File: config.mk
export PLATFORM = sky130hd
export DESIGN_NAME = math_coproc
export DESIGN_NICKNAME = d
export VERILOG_FILES = /design/src/rtl/math_coproc.sv
export SDC_FILE = /design/constraint.sdc
export NUM_CORES = 1
export LEC_CHECK = 0
export ABC_CLOCK_PERIOD_IN_PS = 6000
export BUFFER_PORTS_ARGS = -buffer_cell sky130_fd_sc_hd__buf_2
export CORE_UTILIZATION = 40
export DETAILED_ROUTE_END_ITERATION = 8
export GPL_TIMING_DRIVEN = 0
export PLACE_DENSITY = 0.67
export SLEW_MARGIN = 20
export SYNTH_ARGS = -nofsm -noshare
export SYNTH_HDL_FRONTEND = slang
export SYNTH_SLANG_ARGS = --single-unit
File: constraint.sdc
create_clock -name clk -period 6 [get_ports clk]
set_clock_uncertainty 0.15 [all_clocks]
set_input_delay 0.9 -clock clk [delete_from_list [all_inputs] [get_ports clk]]
set_output_delay 0.9 -clock clk [all_outputs]
set_load 0.02 [all_outputs]
File: src/rtl/math_coproc.sv
// Memory-mapped 16x16 unsigned multiply/divide coprocessor with CPU stall and level interrupt.
// The divider is built only when MATH_COPROC_DIV_EN is defined.
module math_coproc (
    input  logic       clk,
    input  logic       rst,
    input  logic       cs,
    input  logic       we,
    input  logic [3:0] addr,
    input  logic [7:0] din,
    output logic [7:0] dout,
    output logic       rdy,
    output logic       irq
);
    typedef enum logic [1:0] {StIdle, StRun, StDone} state_e;

    state_e      state_q, state_d;
    logic [15:0] a_q, a_d, b_q, b_d, m_q, m_d;
    logic [31:0] p_q, p_d, res_q, res_d;
    logic [3:0]  cnt_q, cnt_d;
    logic        ie_q, ie_d, done_q, done_d;
    logic [7:0]  dout_q, dout_d, rdata;
    logic        wr, rd, busy, op_mul, op_div, start, finish, dz;
    logic [16:0] mul_sum;
    logic [31:0] mul_p;

`ifdef MATH_COPROC_DIV_EN
    localparam logic DivPresent = 1'b1;
    logic        div_q, div_d, dz_q, dz_d;
    logic        div_ge;
    logic [15:0] div_diff;
    logic [31:0] div_p;

    assign op_div   = (din[1:0] == 2'b10);
    assign dz       = dz_q;
    // Remainder lives in p[31:16]; dividend bits shift out of p[15:0] as quotient bits shift in.
    assign div_ge   = (p_q[31:15] >= {1'b0, m_q});
    assign div_diff = p_q[30:15] - m_q;
    assign div_p    = div_ge ? {div_diff, p_q[14:0], 1'b1} : {p_q[30:0], 1'b0};
`else
    localparam logic DivPresent = 1'b0;
    assign op_div = 1'b0;
    assign dz     = 1'b0;
`endif

    assign wr      = cs & we;
    assign rd      = cs & ~we;
    assign busy    = (state_q != StIdle);
    assign rdy     = ~(rd && (addr[3:2] == 2'b10) && (state_q == StRun));
    assign irq     = done_q & ie_q;
    assign dout    = dout_q;
    assign op_mul  = (din[1:0] == 2'b01);
    assign start   = wr && (addr == 4'd4) && (state_q == StIdle) && (op_mul || op_div);
    // Shift-add: product high half accumulates, multiplier shifts out of the low half.
    assign mul_sum = {1'b0, p_q[31:16]} + (p_q[0] ? {1'b0, m_q} : 17'd0);
    assign mul_p   = {mul_sum, p_q[15:1]};

    always_comb begin
        rdata = 8'h00;
        case (addr)
            4'd0:    rdata = a_q[7:0];
            4'd1:    rdata = a_q[15:8];
            4'd2:    rdata = b_q[7:0];
            4'd3:    rdata = b_q[15:8];
            4'd5:    rdata = {ie_q, 3'b000, DivPresent, dz, done_q, busy};
            4'd8:    rdata = res_q[7:0];
            4'd9:    rdata = res_q[15:8];
            4'd10:   rdata = res_q[23:16];
            4'd11:   rdata = res_q[31:24];
            default: rdata = 8'h00;
        endcase
    end

    always_comb begin
        state_d = state_q;
        a_d     = a_q;
        b_d     = b_q;
        m_d     = m_q;
        p_d     = p_q;
        res_d   = res_q;
        cnt_d   = cnt_q;
        ie_d    = ie_q;
        done_d  = done_q;
        finish  = 1'b0;
        dout_d  = (rd && rdy) ? rdata : dout_q;
`ifdef MATH_COPROC_DIV_EN
        div_d   = div_q;
        dz_d    = dz_q;
`endif
        if (wr) begin
            case (addr)
                4'd0:    a_d[7:0]  = din;
                4'd1:    a_d[15:8] = din;
                4'd2:    b_d[7:0]  = din;
                4'd3:    b_d[15:8] = din;
                4'd4:    ie_d      = din[7];
                default: ;
            endcase
        end
        if (rd && (addr == 4'd5)) begin
            done_d = 1'b0;
        end
        case (state_q)
            StIdle: begin
                if (start) begin
                    state_d = StRun;
                    cnt_d   = 4'd0;
                    p_d     = {16'h0000, a_q};
                    m_d     = b_q;
`ifdef MATH_COPROC_DIV_EN
                    div_d   = op_div;
                    dz_d    = 1'b0;
`endif
                end
            end
            StRun: begin
                cnt_d  = cnt_q + 4'd1;
                finish = (cnt_q == 4'd15);
                p_d    = mul_p;
`ifdef MATH_COPROC_DIV_EN
                if (div_q) begin
                    if (m_q == 16'h0000) begin
                        finish = 1'b1;
                        dz_d   = 1'b1;
                        p_d    = {p_q[15:0], 16'hFFFF};
                    end else begin
                        p_d = div_p;
                    end
                end
`endif
                // Late done-set wins over a same-cycle STATUS-read clear.
                if (finish) begin
                    state_d = StDone;
                    res_d   = p_d;
                    done_d  = 1'b1;
                end
            end
            StDone:  state_d = StIdle;
            default: state_d = StIdle;
        endcase
    end

    always_ff @(posedge clk or posedge rst) begin
        if (rst) begin
            state_q <= StIdle;
            a_q     <= 16'h0000;
            b_q     <= 16'h0000;
            m_q     <= 16'h0000;
            p_q     <= 32'h0;
            res_q   <= 32'h0;
            cnt_q   <= 4'd0;
            ie_q    <= 1'b0;
            done_q  <= 1'b0;
            dout_q  <= 8'h00;
`ifdef MATH_COPROC_DIV_EN
            div_q   <= 1'b0;
            dz_q    <= 1'b0;
`endif
        end else begin
            state_q <= state_d;
            a_q     <= a_d;
            b_q     <= b_d;
            m_q     <= m_d;
            p_q     <= p_d;
            res_q   <= res_d;
            cnt_q   <= cnt_d;
            ie_q    <= ie_d;
            done_q  <= done_d;
            dout_q  <= dout_d;
`ifdef MATH_COPROC_DIV_EN
            div_q   <= div_d;
            dz_q    <= dz_d;
`endif
        end
    end
endmodule
# After elaboration in Yosys (flattened, before gate mapping)
# Index checks and enable logic that the tools add are counted.
[totals] output_inout_bits=10 ramBits=0 mem_count=0 rom_bits=0 reg_bits=128 word_cells=66 latchBits=0
[op_classes] reduce_logical=20 mul=0 eq_ne=15 magnitude_cmp=0 shift=0 addsub=2 div=0 muxes=12 bitwise_logic=5
[ops] op="8-bit one-hot mux with 9 select lines" n=1
[ops] op="32-bit one-hot mux with 2 select lines" n=1
[ops] op="32-bit 2-to-1 mux" n=1
[ops] op="4-bit == test, second input constant" n=5
[ops] op="2-bit AND reduction" n=9
[ops] op="16-bit by 16-bit adder with 17-bit output" n=1
[ops] op="16-bit 2-to-1 mux" n=1
[ops] op="4-bit by 2-bit == test with 1-bit output, second input constant" n=2
[ops] op="4-bit by 3-bit == test with 1-bit output, second input constant" n=2
[ops] op="4-bit one-hot mux with 2 select lines" n=1
[ops] op="1-bit logical AND" n=7
[ops] op="4-bit by 1-bit adder with 4-bit output, second input constant" n=1
[ops] op="2-bit by 1-bit == test with 1-bit output, second input constant" n=2
[ops] op="4-bit by 1-bit == test with 1-bit output, second input constant" n=1
[ops] op="4-bit zero test" n=1
[ops] op="2-bit 2-to-1 mux" n=2
[ops] op="4-bit 2-to-1 mux" n=1
[ops] op="2-bit one-hot mux with 2 select lines" n=1
[ops] op="2-bit nonzero test" n=2
[ops] op="1-bit AND" n=3
[ops] op="1-bit 2-to-1 mux" n=3
[ops] op="2-bit == test, second input constant" n=1
[ops] op="2-bit zero test" n=1
[ops] op="2-bit by 1-bit inequality test with 1-bit output, second input constant" n=1
[ops] op="other kinds (2)" n=3

# Longest topological paths before layout
[logic_depth] word_depth=6 depth_mapped=11 ltp_nobuf=10

# Worst setup path before layout
# Ideal clock, no wire load.
[synth_path] path_type="input-to-output" start="in addr[2]" end="out rdy" t_arrival_ns=1.683 stages=2 slack_ns=3.267 n_path_buf=1 required_time_ns=4.950 path_cell_list="buf_2 > or4_1"
[synth_via] elab_chain_cells=4
[synth_rtl] element="from (decl)" line_no="8" source="input logic [3:0] addr,"
[synth_rtl] element="2-bit == test" line_no="48" source="assign rdy = ~(rd && (addr[3:2] == 2'b10) && (state_q == StRun));"
[synth_rtl] element="1-bit logical AND (2 in series)" line_no="48"
[synth_rtl] element="1-bit NOT" line_no="48"
[synth_rtl] element="to (decl)" line_no="11" source="output logic rdy,"
# Every way passes these cells.

# Worst setup path in the final report
[layout_path] start="reg p_q[0]" end="reg res_q[29]"
[layout_via] elab_chain_cells=2
[layout_rtl] element="from (decl)" line_no="18" source="logic [31:0] p_q, p_d, res_q, res_d;"
[layout_rtl] element="from (signal assigned)" line_no="163" source="p_q <= p_d;"
[layout_rtl] element="16-bit 2-to-1 mux" line_no="54" source="assign mul_sum = {1'b0, p_q[31:16]} + (p_q[0] ? {1'b0, m_q} : 17'd0);"
[layout_rtl] element="16-bit by 16-bit adder with 17-bit output" line_no="54"
[layout_rtl] element="to (signal assigned)" line_no="164" source="res_q <= res_d;"
[layout_rtl] element="to (decl)" line_no="18"
# Every way passes these cells.
# A chain may end at the register's enable or synchronous reset.

==> flow_summary.toml <==
[grt]
first_global_vias = 5020
grt_usage_pct = 22.6
antenna_found_initial = 0
overflow = 0
grt_max_degree = 72
grt_pass1_wl_mm = 27.7

[synth]
synth_warnings = 0
synth.most_common_cell = "dfrtp_1"
synth_fp_nets = 649
synth_top_area_share_pct = 50.0
ys_top_cells_by_area = "dfrtp_1 (50%), mux2_2 (6.0%), nand2_1 (5.5%)"
netlist_area_um2 = 6400
ys_seq_area_share_pct = 50.0
synth-seq-cells = 128
synth-edff-count = 0
synth_commonest_cells = "dfrtp_1 (128), nand2_1 (93), nor2_1 (48), mux2_2 (34), o21ai_1 (28)"
syn_area_per_cell_um2 = 10.4
yosys_most_used_dff = "dfrtp_1"
synthCells = 615
ys_types = 60
synth_top_area_cell = "dfrtp_1"
synthArstFlopShare_pct = 100

[clocking]
cts_buffer_depth = 2
clk_latency_ns = 0.42
cts_buffers = 17
cts_resized = 0
cts_setup_buffers = 0
h-tree-depth = 4
clockRootBuffer = "clkbuf_16"
numClockSinks = 128
path_clk_slew_ns = 0.05
tritoncts = "yes"
cts-hold-fix-buffers = 0

[setup_path]
crit_fanout = 10
endpoint_kind = "flop"
arrival_ns = 3.34
reg2reg_depth = 11
cp-start-kind = "flop"
critical_path_class = "flop to flop"
cp.required_ns = 6.17

[placement]
gp_congestion = 0.885
dpl-instance-area_um2 = 6820
numPortBuffers = 24
dp_hpwl_mm = 12.5
dp_slack_ns = 2.85
placed_cells = 851

[routing]
antenna_left = 0
drtIter0Drc = 454
postRouteWirelength_mm = 17.1
wl_per_cell_um = 19.4
vias = 4955
vias_per_cell = 5.61
drc_errors = 0
dr.pass1.iters = 5

[pwr]
power_mw = 2.70
p_per_area_nw_per_um2 = 364
leakage_nw = 3.47
peakVddDrop_mv = 0.216

[die]
core_area_um2 = 15400
fp-row-count = 45
start_util_pct = 41.5
die_area_um2 = 16500
io_pins = 26
die_w_um = 129
die_h_um = 129

[sta]
hold_viol_final = 0
period_minus_slack_ns = 3.17
rsz0062_at_grt = "no"
tns_ns = 0
hold_ws_ns = 0.327
setup_viol = 0
finalMaxSlewViolations = 0
clock.fmax_mhz = 315
layout_setup_ws_ns = 2.83
tightest_slew_ns = 0.701
max_slew_margin_pct = 53.3
fin_crit_sh_pct = 52.8

[final_layout]
area_growth_pct = 15.8
diodes = 0
multi_input_area_um2 = 2990
nets = 693
regArea_um2 = 3200
design_area_um2 = 7420
fill_cells = 1413
layout.cells.non_filler = 883
fin_util_pct = 48.1
layout-drive-gt1-share_pct = 20.8

[min_path]
whs_path_depth = 2
hp-class = "flop to flop"

[outcome]
status = "complete, no violations"

[job]
maxCapViolations = 0
## flip-flops by register name, summed over array words and instances (netlist names)
name and cells:
p_q 32, res_q 32, a_q 16, b_q 16
m_q 16, dout 8, cnt_q 4, state_q 2
done_q 1, ie_q 1
## path summary, 6_finish.rpt
| path | startpoint | to | slack [ns] |
|---|---|---|---|
| min reg2reg | res_q[10] | res_q[10] | 0.33 |
| max in group asynchronous | rst | p_q[25] | 4.55 |
| max | p_q[0] | res_q[29] | 2.83 |
| max reg2reg | p_q[0] | res_q[29] | 2.83 |
| min | res_q[10] | res_q[10] | 0.33 |
| min in group asynchronous | rst | res_q[16] | 0.45 |
## power breakdown
| part | internal [mW] | leakage [nW] | switching, mW |
|---|---|---|---|
| Sequential | 1.02 | 1.59 | 0.131 |
| Clock | 0.670 | 0.289 | 0.373 |
| Combinational | 0.213 | 1.59 | 0.296 |
## routing by layer
layer  GRT usage, %  vias to the layer above  part of all wire (%)
li1               -                     2266                     -
met1           29.9                     2455                    43
met2           36.5                      188                    47
met3           3.33                       46                   5.5
met4           10.9                        0                   3.6
met5              0                        -                     0
## cell type report
class	count	share of cell area, %
Clock buffer	21	6.21
Sequential cell	128	43.2
Buffer	34	2.34
Tap cell	211	3.56
Timing Repair Buffer	25	1.99
Clock inverter	11	1.86
Multi-Input combinational cell	443	40.3
Inverter	10	0.573
## cell families after synthesis
logic type,share of synthesized area (%)
xor gates and xnor gates,1.64
DFF,50.0
buffers and inverters,3.30
AOI/OAI and AO/OA,12.2
muxes,13.5
adders and majority gates,3.63
and+or+nand+nor,15.7
## layout by cell type (no fill, tap or decap), drive strengths merged, types with 3 or more instances in the layout
master,n
o22ai,18
a21o,4
nand2,94
clkinvlp,3
inv,10
nand2b,6
buf,49
ha,17
a31oi,12
a21oi,25
a22oi,3
mux4,5
xor2,6
o21ai,43
nor2,49
nand3,17
bufinv,3
nand4,5
and2,21
o31ai,3
mux2i,5
mux2,57
a22o,5
nor3,4
clkbuf,31
dfrtp,128
xnor2,6
and3,6
nor2b,6
clkinv,5
## critical path, cell delays in order, from the launching register on
cell	delay, ns
dfrtp_1	0.46
clkbuf_1	0.41
and2_1	0.20
ha_1	0.17
inv_1	0.06
fa_1	0.41
nor2b_1	0.18
o2111ai_1	0.18
a21oi_1	0.30
o21ai_1	0.14
and3_1	0.22
o31ai_1	0.20
Note: power is estimated with default switching activity, not from simulation.
